--- src/rtl/fios_mm_pkg.sv ---
// Shared types and helpers for the word-serial FIOS Montgomery multiplier.
// Optional final subtraction is selected by the FIOS_MM_FINAL_SUB_EN macro.
package fios_mm_pkg;

  typedef enum logic [2:0] {
    ST_IDLE = 3'd0,
    ST_MUL  = 3'd1,
    ST_FIN  = 3'd2,
    ST_SUB  = 3'd3,
    ST_DONE = 3'd4
  } state_t;

  // Width of a counter that must reach the value s inclusive.
  function automatic int cnt_w(input int s);
    return (s < 1) ? 1 : $clog2(s + 1);
  endfunction

  // Cycles from the accept edge to done_o high.
  function automatic int lat_cycles(input int s, input bit sub_en);
    return s * (s + 1) + (sub_en ? s : 0) + 1;
  endfunction

  localparam int LAT_S8_SUB   = 81;
  localparam int LAT_S8_NOSUB = 73;

endpackage

--- src/rtl/fios_mm_serial_pe.sv ---
// Combinational FIOS word step: t + a*b + m*p + c, split into a low word
// and a W+2 bit carry. Used for every j, including j = 0 (c is zero then).
module fios_word_pe
  import fios_mm_pkg::*;
#(
  parameter int W = 17
) (
  input  logic [W-1:0] t,
  input  logic [W-1:0] a,
  input  logic [W-1:0] b,
  input  logic [W-1:0] m,
  input  logic [W-1:0] p,
  input  logic [W+1:0] c,
  output logic [W-1:0] sum_lo,
  output logic [W+1:0] c_out
);

  logic [2*W+1:0] sum;

  // Full-width word step; 2W+2 bits cannot overflow for these operand sizes.
  always_comb begin
    sum    = {{(W+2){1'b0}}, t}
           + ({{(W+2){1'b0}}, a} * {{(W+2){1'b0}}, b})
           + ({{(W+2){1'b0}}, m} * {{(W+2){1'b0}}, p})
           + {{W{1'b0}}, c};
    sum_lo = sum[W-1:0];
    c_out  = sum[2*W+1:W];
  end

endmodule

--- src/rtl/fios_mm_serial.sv ---
// Word-serial FIOS Montgomery multiplier: res_o = a*b*2^(-S*W) mod p.
// One word-step per cycle, one carry-fold cycle per outer word of b.
// FIOS_MM_FINAL_SUB_EN adds an S-cycle conditional subtraction so that
// res_o < p; without it res_o < 2p.
module fios_mm_serial
  import fios_mm_pkg::*;
#(
  parameter int W = 17,
  parameter int S = 8
) (
  input  logic             clock_i,
  input  logic             reset_n_i,
  input  logic             start_i,
  input  logic [W-1:0]     p_prime_0_i,
  input  logic [S*W-1:0]   a_i,
  input  logic [S*W-1:0]   b_i,
  input  logic [S*W-1:0]   p_i,
  output logic             ready_o,
  output logic             done_o,
  output logic [S*W-1:0]   res_o
);

  localparam int N  = S * W;
  localparam int CW = cnt_w(S);

  state_t         state_q;
  logic [N-1:0]   a_q, b_q, p_q, res_q;
  logic [W-1:0]   pp0_q, m_q;
  logic [W-1:0]   t_q [0:S];
  logic [W+1:0]   c_q;
  logic [CW-1:0]  i_q, j_q;

  logic [W-1:0]   a_word, b_word, p_word, t_word;
  logic [W-1:0]   m_calc, m_use, pe_lo;
  logic [W+1:0]   pe_c;
  logic [2*W-1:0] fin_sum;
  logic [N-1:0]   t_fin_vec;
  logic           last_i, last_j;

`ifdef FIOS_MM_FINAL_SUB_EN
  logic [N-1:0]   d_q;
  logic           borrow_q;
  logic [W:0]     diff;
  logic [N-1:0]   d_fin_vec, t_vec;
  logic           sel_d;
`endif

  // Operand word selection, m for the current outer step and the FIN fold.
  // m is needed in the same cycle it is derived (j = 0), so the PE takes the
  // freshly computed value then and the registered copy for j > 0.
  always_comb begin
    a_word = a_q[j_q*W +: W];
    p_word = p_q[j_q*W +: W];
    t_word = t_q[j_q];
    b_word = '0;
    if (i_q < CW'(S)) b_word = b_q[i_q*W +: W];
    m_calc  = (t_q[0] + a_q[W-1:0] * b_word) * pp0_q;
    m_use   = (j_q == '0) ? m_calc : m_q;
    fin_sum = {{W{1'b0}}, t_q[S]} + {{(W-2){1'b0}}, c_q};
    last_i  = (i_q == CW'(S - 1));
    last_j  = (j_q == CW'(S - 1));
    for (int unsigned k = 0; k < S; k++)
      t_fin_vec[k*W +: W] = (k == S - 1) ? fin_sum[W-1:0] : t_q[k];
  end

`ifdef FIOS_MM_FINAL_SUB_EN
  // Borrow-chained subtraction word and final result selection.
  always_comb begin
    diff = {1'b0, t_word} - {1'b0, p_word} - {{W{1'b0}}, borrow_q};
    for (int unsigned k = 0; k < S; k++) begin
      t_vec[k*W +: W]     = t_q[k];
      d_fin_vec[k*W +: W] = (k == S - 1) ? diff[W-1:0] : d_q[k*W +: W];
    end
    sel_d = (t_q[S] != '0) || !diff[W];
  end
`endif

  fios_word_pe #(.W(W)) u_pe (
    .t      (t_word),
    .a      (a_word),
    .b      (b_word),
    .m      (m_use),
    .p      (p_word),
    .c      (c_q),
    .sum_lo (pe_lo),
    .c_out  (pe_c)
  );

  // Control FSM with counters, T/D storage and output register.
  always_ff @(posedge clock_i) begin
    if (!reset_n_i) begin
      state_q <= ST_IDLE;
      a_q     <= '0;
      b_q     <= '0;
      p_q     <= '0;
      pp0_q   <= '0;
      res_q   <= '0;
      m_q     <= '0;
      c_q     <= '0;
      i_q     <= '0;
      j_q     <= '0;
      for (int unsigned k = 0; k <= S; k++) t_q[k] <= '0;
`ifdef FIOS_MM_FINAL_SUB_EN
      d_q      <= '0;
      borrow_q <= 1'b0;
`endif
    end else begin
      case (state_q)
        ST_IDLE: begin
          if (start_i) begin
            a_q   <= a_i;
            b_q   <= b_i;
            p_q   <= p_i;
            pp0_q <= p_prime_0_i;
            m_q   <= '0;
            c_q   <= '0;
            i_q   <= '0;
            j_q   <= '0;
            for (int unsigned k = 0; k <= S; k++) t_q[k] <= '0;
`ifdef FIOS_MM_FINAL_SUB_EN
            borrow_q <= 1'b0;
`endif
            state_q <= ST_MUL;
          end
        end
        ST_MUL: begin
          c_q <= pe_c;
          if (j_q == '0) m_q <= m_calc;
          else           t_q[j_q - CW'(1)] <= pe_lo;
          if (last_j) state_q <= ST_FIN;
          else        j_q <= j_q + CW'(1);
        end
        ST_FIN: begin
          t_q[S]   <= fin_sum[2*W-1:W];
          t_q[S-1] <= fin_sum[W-1:0];
          c_q      <= '0;
          j_q      <= '0;
          i_q      <= i_q + CW'(1);
          if (last_i) begin
`ifdef FIOS_MM_FINAL_SUB_EN
            state_q <= ST_SUB;
`else
            // Result is loaded on entry to DONE so it is valid with done_o.
            res_q   <= t_fin_vec;
            state_q <= ST_DONE;
`endif
          end else begin
            state_q <= ST_MUL;
          end
        end
`ifdef FIOS_MM_FINAL_SUB_EN
        ST_SUB: begin
          d_q[j_q*W +: W] <= diff[W-1:0];
          borrow_q        <= diff[W];
          if (last_j) begin
            res_q   <= sel_d ? d_fin_vec : t_vec;
            j_q     <= '0;
            state_q <= ST_DONE;
          end else begin
            j_q <= j_q + CW'(1);
          end
        end
`endif
        ST_DONE: state_q <= ST_IDLE;
        default: state_q <= ST_IDLE;
      endcase
    end
  end

  assign ready_o = (state_q == ST_IDLE);
  assign done_o  = (state_q == ST_DONE);
  assign res_o   = res_q;

endmodule

--- config.mk ---
export PLATFORM = sky130hd
export DESIGN_NAME = fios_mm_serial
export DESIGN_NICKNAME = d
export VERILOG_FILES = /design/src/rtl/fios_mm_pkg.sv /design/src/rtl/fios_mm_serial_pe.sv /design/src/rtl/fios_mm_serial.sv
export SDC_FILE = /design/constraint.sdc
export NUM_CORES = 2
export LEC_CHECK = 0
export CAP_MARGIN = 30
export CORE_MARGIN = 8
export CORE_UTILIZATION = 45
export CTS_CLUSTER_SIZE = 8
export DETAILED_ROUTE_END_ITERATION = 10
export GPL_ROUTABILITY_DRIVEN = 0
export PLACE_DENSITY = 0.71
export SLEW_MARGIN = 10
export SYNTH_ARGS = -nofsm -noshare
export SYNTH_HDL_FRONTEND = slang
export SYNTH_SLANG_ARGS = --single-unit
--- constraint.sdc ---
create_clock -name clock_i -period 25.3 [get_ports clock_i]
set_input_delay 2.53 -clock clock_i [delete_from_list [all_inputs] [get_ports clock_i]]
set_output_delay 2.53 -clock clock_i [all_outputs]
set_load 0.02 [all_outputs]
==> flow_summary_export.csv <==
group,metric,value,unit
synthesis,synth_nets,8627,
clock_network,cts_sinks,884,
placement,place_ws,6.06,ns
synthesis,syn_inst,7124,
global_route,antenna_found_initial,22,
cells_and_area,area_delta_synth_final,17.3,%
routing,ant_nets,0,
routing,met3_length,22200,µm
placement,dp_cells,9410,
sta,finClkSkew,0.0528,ns
sta,min_period,19.45,ns
routing,top_layer_used,"met5",
global_route,grt_max_degree,242,
routing,first_pass_iters,6,
power,p_leak,0.0322,µW
cells_and_area,final_cell_area,79100,µm²
die,start_util,45.2,%
synthesis,yosysUniqueCellTypes,73,
setup_path,critPathMaxFanout,35,
cells_and_area,nets,9039,
cells_and_area,mostFrequentLayoutCell,"nand2_1",
clock_network,clock_latency,0.78,ns
sta,hold_viol,0,
die,io_pins,566,
setup_path,required,25.95,ns
routing,drt-initial-drc-count,5319,
synthesis,synth_top_area_share,21.4,%
global_route,grt-ovfl-total,0,
status,status,"finished, final reports clean",
flow_run,cap_violations,0,
synthesis,ys_async_sr_fraction,0,%
placement,port_buffers,565,
sta,tns,0,ns
synthesis,synth_ff_type,"dfxtp_1",
sta,finalSetupViolations,0,
die,die_w,403,µm
setup_path,slowest_stage,"a2111oi_0",
sta,rsz0062_at_grt,"no",
routing,drcViolationCount,0,
setup_path,critPathLaunchType,"flip-flop",
sta,worstMarginPinSlew,1.14,ns
synthesis,synthTopCellsByArea,"fa_1, dfxtp_1, edfxtp_1, nand2_1, ha_1",
clock_network,cts-buffers-inserted,131,
cells_and_area,layout-drive-gt1-share,6.52,%
routing,dr_total_vias,52800,
setup_path,worstSetupPathType,"reg -> reg",
placement,placed_area,75000,µm²
routing,met1_length,84000,µm
synthesis,yosys.area.top_type,"fa_1",
clock_network,cts_tree,"yes",
synthesis,synth-edff-count,272,
clock_network,postCtsSetupBuffers,0,
setup_path,critPathArrivalTime,20.11,ns
clock_network,cts_root_buffer,"clkbuf_16",
sta,finalCritPeriodShare,76.9,%
power,irDropWorstVdd,0.0955,mV
placement,dp_hpwl,168000,µm
sta,slew_headroom,24.1,%
power,power_density,69.7,nW/µm²
synthesis,netlist_area,67500,µm²
synthesis,syn_area_per_cell,9.47,µm²
setup_path,cpMostUsedCell,"fa_1",
clock_network,holdBufCountCts,0,
setup_path,cpPeakStageDelay,0.67,ns
cells_and_area,instances_no_fill,9633,
sta,fin_ws,5.85,ns
die,num_rows,142,
die,fp.coreArea,149000,µm²
routing,wl_per_cell,22.7,µm
clock_network,h-tree-depth,4,
sta,max_freq,51.4,MHz
cells_and_area,mostFrequentLayoutCells,"nand2_1, inv_1, fa_1, dfxtp_1, clkdlybuf4s50_1",
die,die-area,163000,µm²
sta,drv_slew,0,
routing,via_per_inst,5.48,
synthesis,ys_warn_count,0,
global_route,grt_util_all_layers,26.5,%
routing,wl_met2,100000,µm
global_route,grt_pass1_wl,332000,µm
clock_network,clk_pin_slew,0.05,ns
synthesis,ys_ff_latch,884,
clock_network,cts_resized,0,
global_route,grt_pass1_vias,54600,
setup_path,end_kind,"flip-flop",
cells_and_area,final_util,53.0,%
clock_network,clk_path_buf_depth,3,
die,dieHeight,403,µm
hold_path,hp-class,"reg -> reg",
synthesis,synth-seq-area-share,30.3,%
routing,route.final.wire_length,219000,µm
-- cell families (layout without fill, tap and decap cells) --
family          Yosys count  count (layout)  synth area share [%]
flops                   884             884                  30.3
compound gates          887             887                  9.29
simple gates           2542            2542                  16.0
buf+inv                1358            1838                  7.64
fa+ha+maj              1075            1075                  28.0
mux                     235             235                  6.89
other cells               0              13                     0
xor+xnor                143             143                  2.00
-- sequential cells by signal, indices dropped and copies added (netlist names), named ones only --
register / count
a_q: 136
b_q: 136
c_q: 19
i_q: 4
j_q: 4
m_q: 17
p_q: 136
pp0_q: 17
res_o: 136
state_q: 3
t_q: 272
-- worst max-delay path, delay by kind of cell (launching register included) --
kind,cells,cell delay [ns]
AO/OA/AOI/OAI,14,3.65
multiplexers,1,0.61
adder cells (fa/ha/maj),21,9.24
XOR/XNOR,6,1.70
buffers and inverters,13,1.43
AND/OR/NAND/NOR,9,2.36
flip-flops,1,0.31
-- cell type report --
| class | count | area (µm²) |
|---|---|---|
| Fill cell | 13200 | 70300 |
| Multi-Input combinational cell | 4882 | 42000 |
| Sequential cell | 884 | 20400 |
| Timing Repair Buffer | 672 | 6620 |
| Inverter | 965 | 3620 |
| Clock buffer | 180 | 3470 |
| Tap cell | 2016 | 2520 |
| Clock inverter | 21 | 455 |
| Antenna cell | 13 | 32.5 |
-- report_power, final --
group	internal, µW	switching [µW]	leakage [µW]
Combinational	671	1440	0.0226
Clock	1000	688	0.00187
Sequential	1640	75.0	0.00774
Total	3310	2200	0.0322
-- metrics by stage --
step	power (µW)	hold slack (ns)
floorplan	2960	0.425
global placement	3730	0.434
detailed placement	3780	0.442
CTS	5480	0.454
global route	5770	0.473
finish	5510	0.455
-- cell usage after synthesis (12+ instances only) --
library cell / count
a21o_1: 51
nor3_1: 19
fa_1: 723
xnor2_1: 104
edfxtp_1: 272
nor2b_1: 99
clkbuf_1: 354
a21oi_1: 93
nand2_1: 1731
mux4_2: 183
inv_1: 963
and2_1: 214
nand2b_1: 59
nand3_1: 27
a31oi_1: 12
a21boi_0: 552
ha_1: 352
xor2_1: 32
buf_1: 26
nor2_1: 317
o21ai_0: 76
dfxtp_1: 612
mux2i_1: 46
o22ai_1: 16
-- layer usage --
layer	track usage, %	vias up
met3	6.71	585
met2	42.4	2711
met5	0	-
li1	-	23400
met1	33.5	26100
met4	13.1	12
-- final timing paths --
kind                from       to  slack, ns  depth (start not counted)
hold reg to reg   m_q[0]   m_q[0]       0.46                          2
setup reg to reg  i_q[0]  c_q[18]       5.85                         64
setup / recovery  i_q[0]  c_q[18]       5.85                         64
hold / removal    m_q[0]   m_q[0]       0.46                          2
No activity file was read; power rests on OpenSTA's default activity.
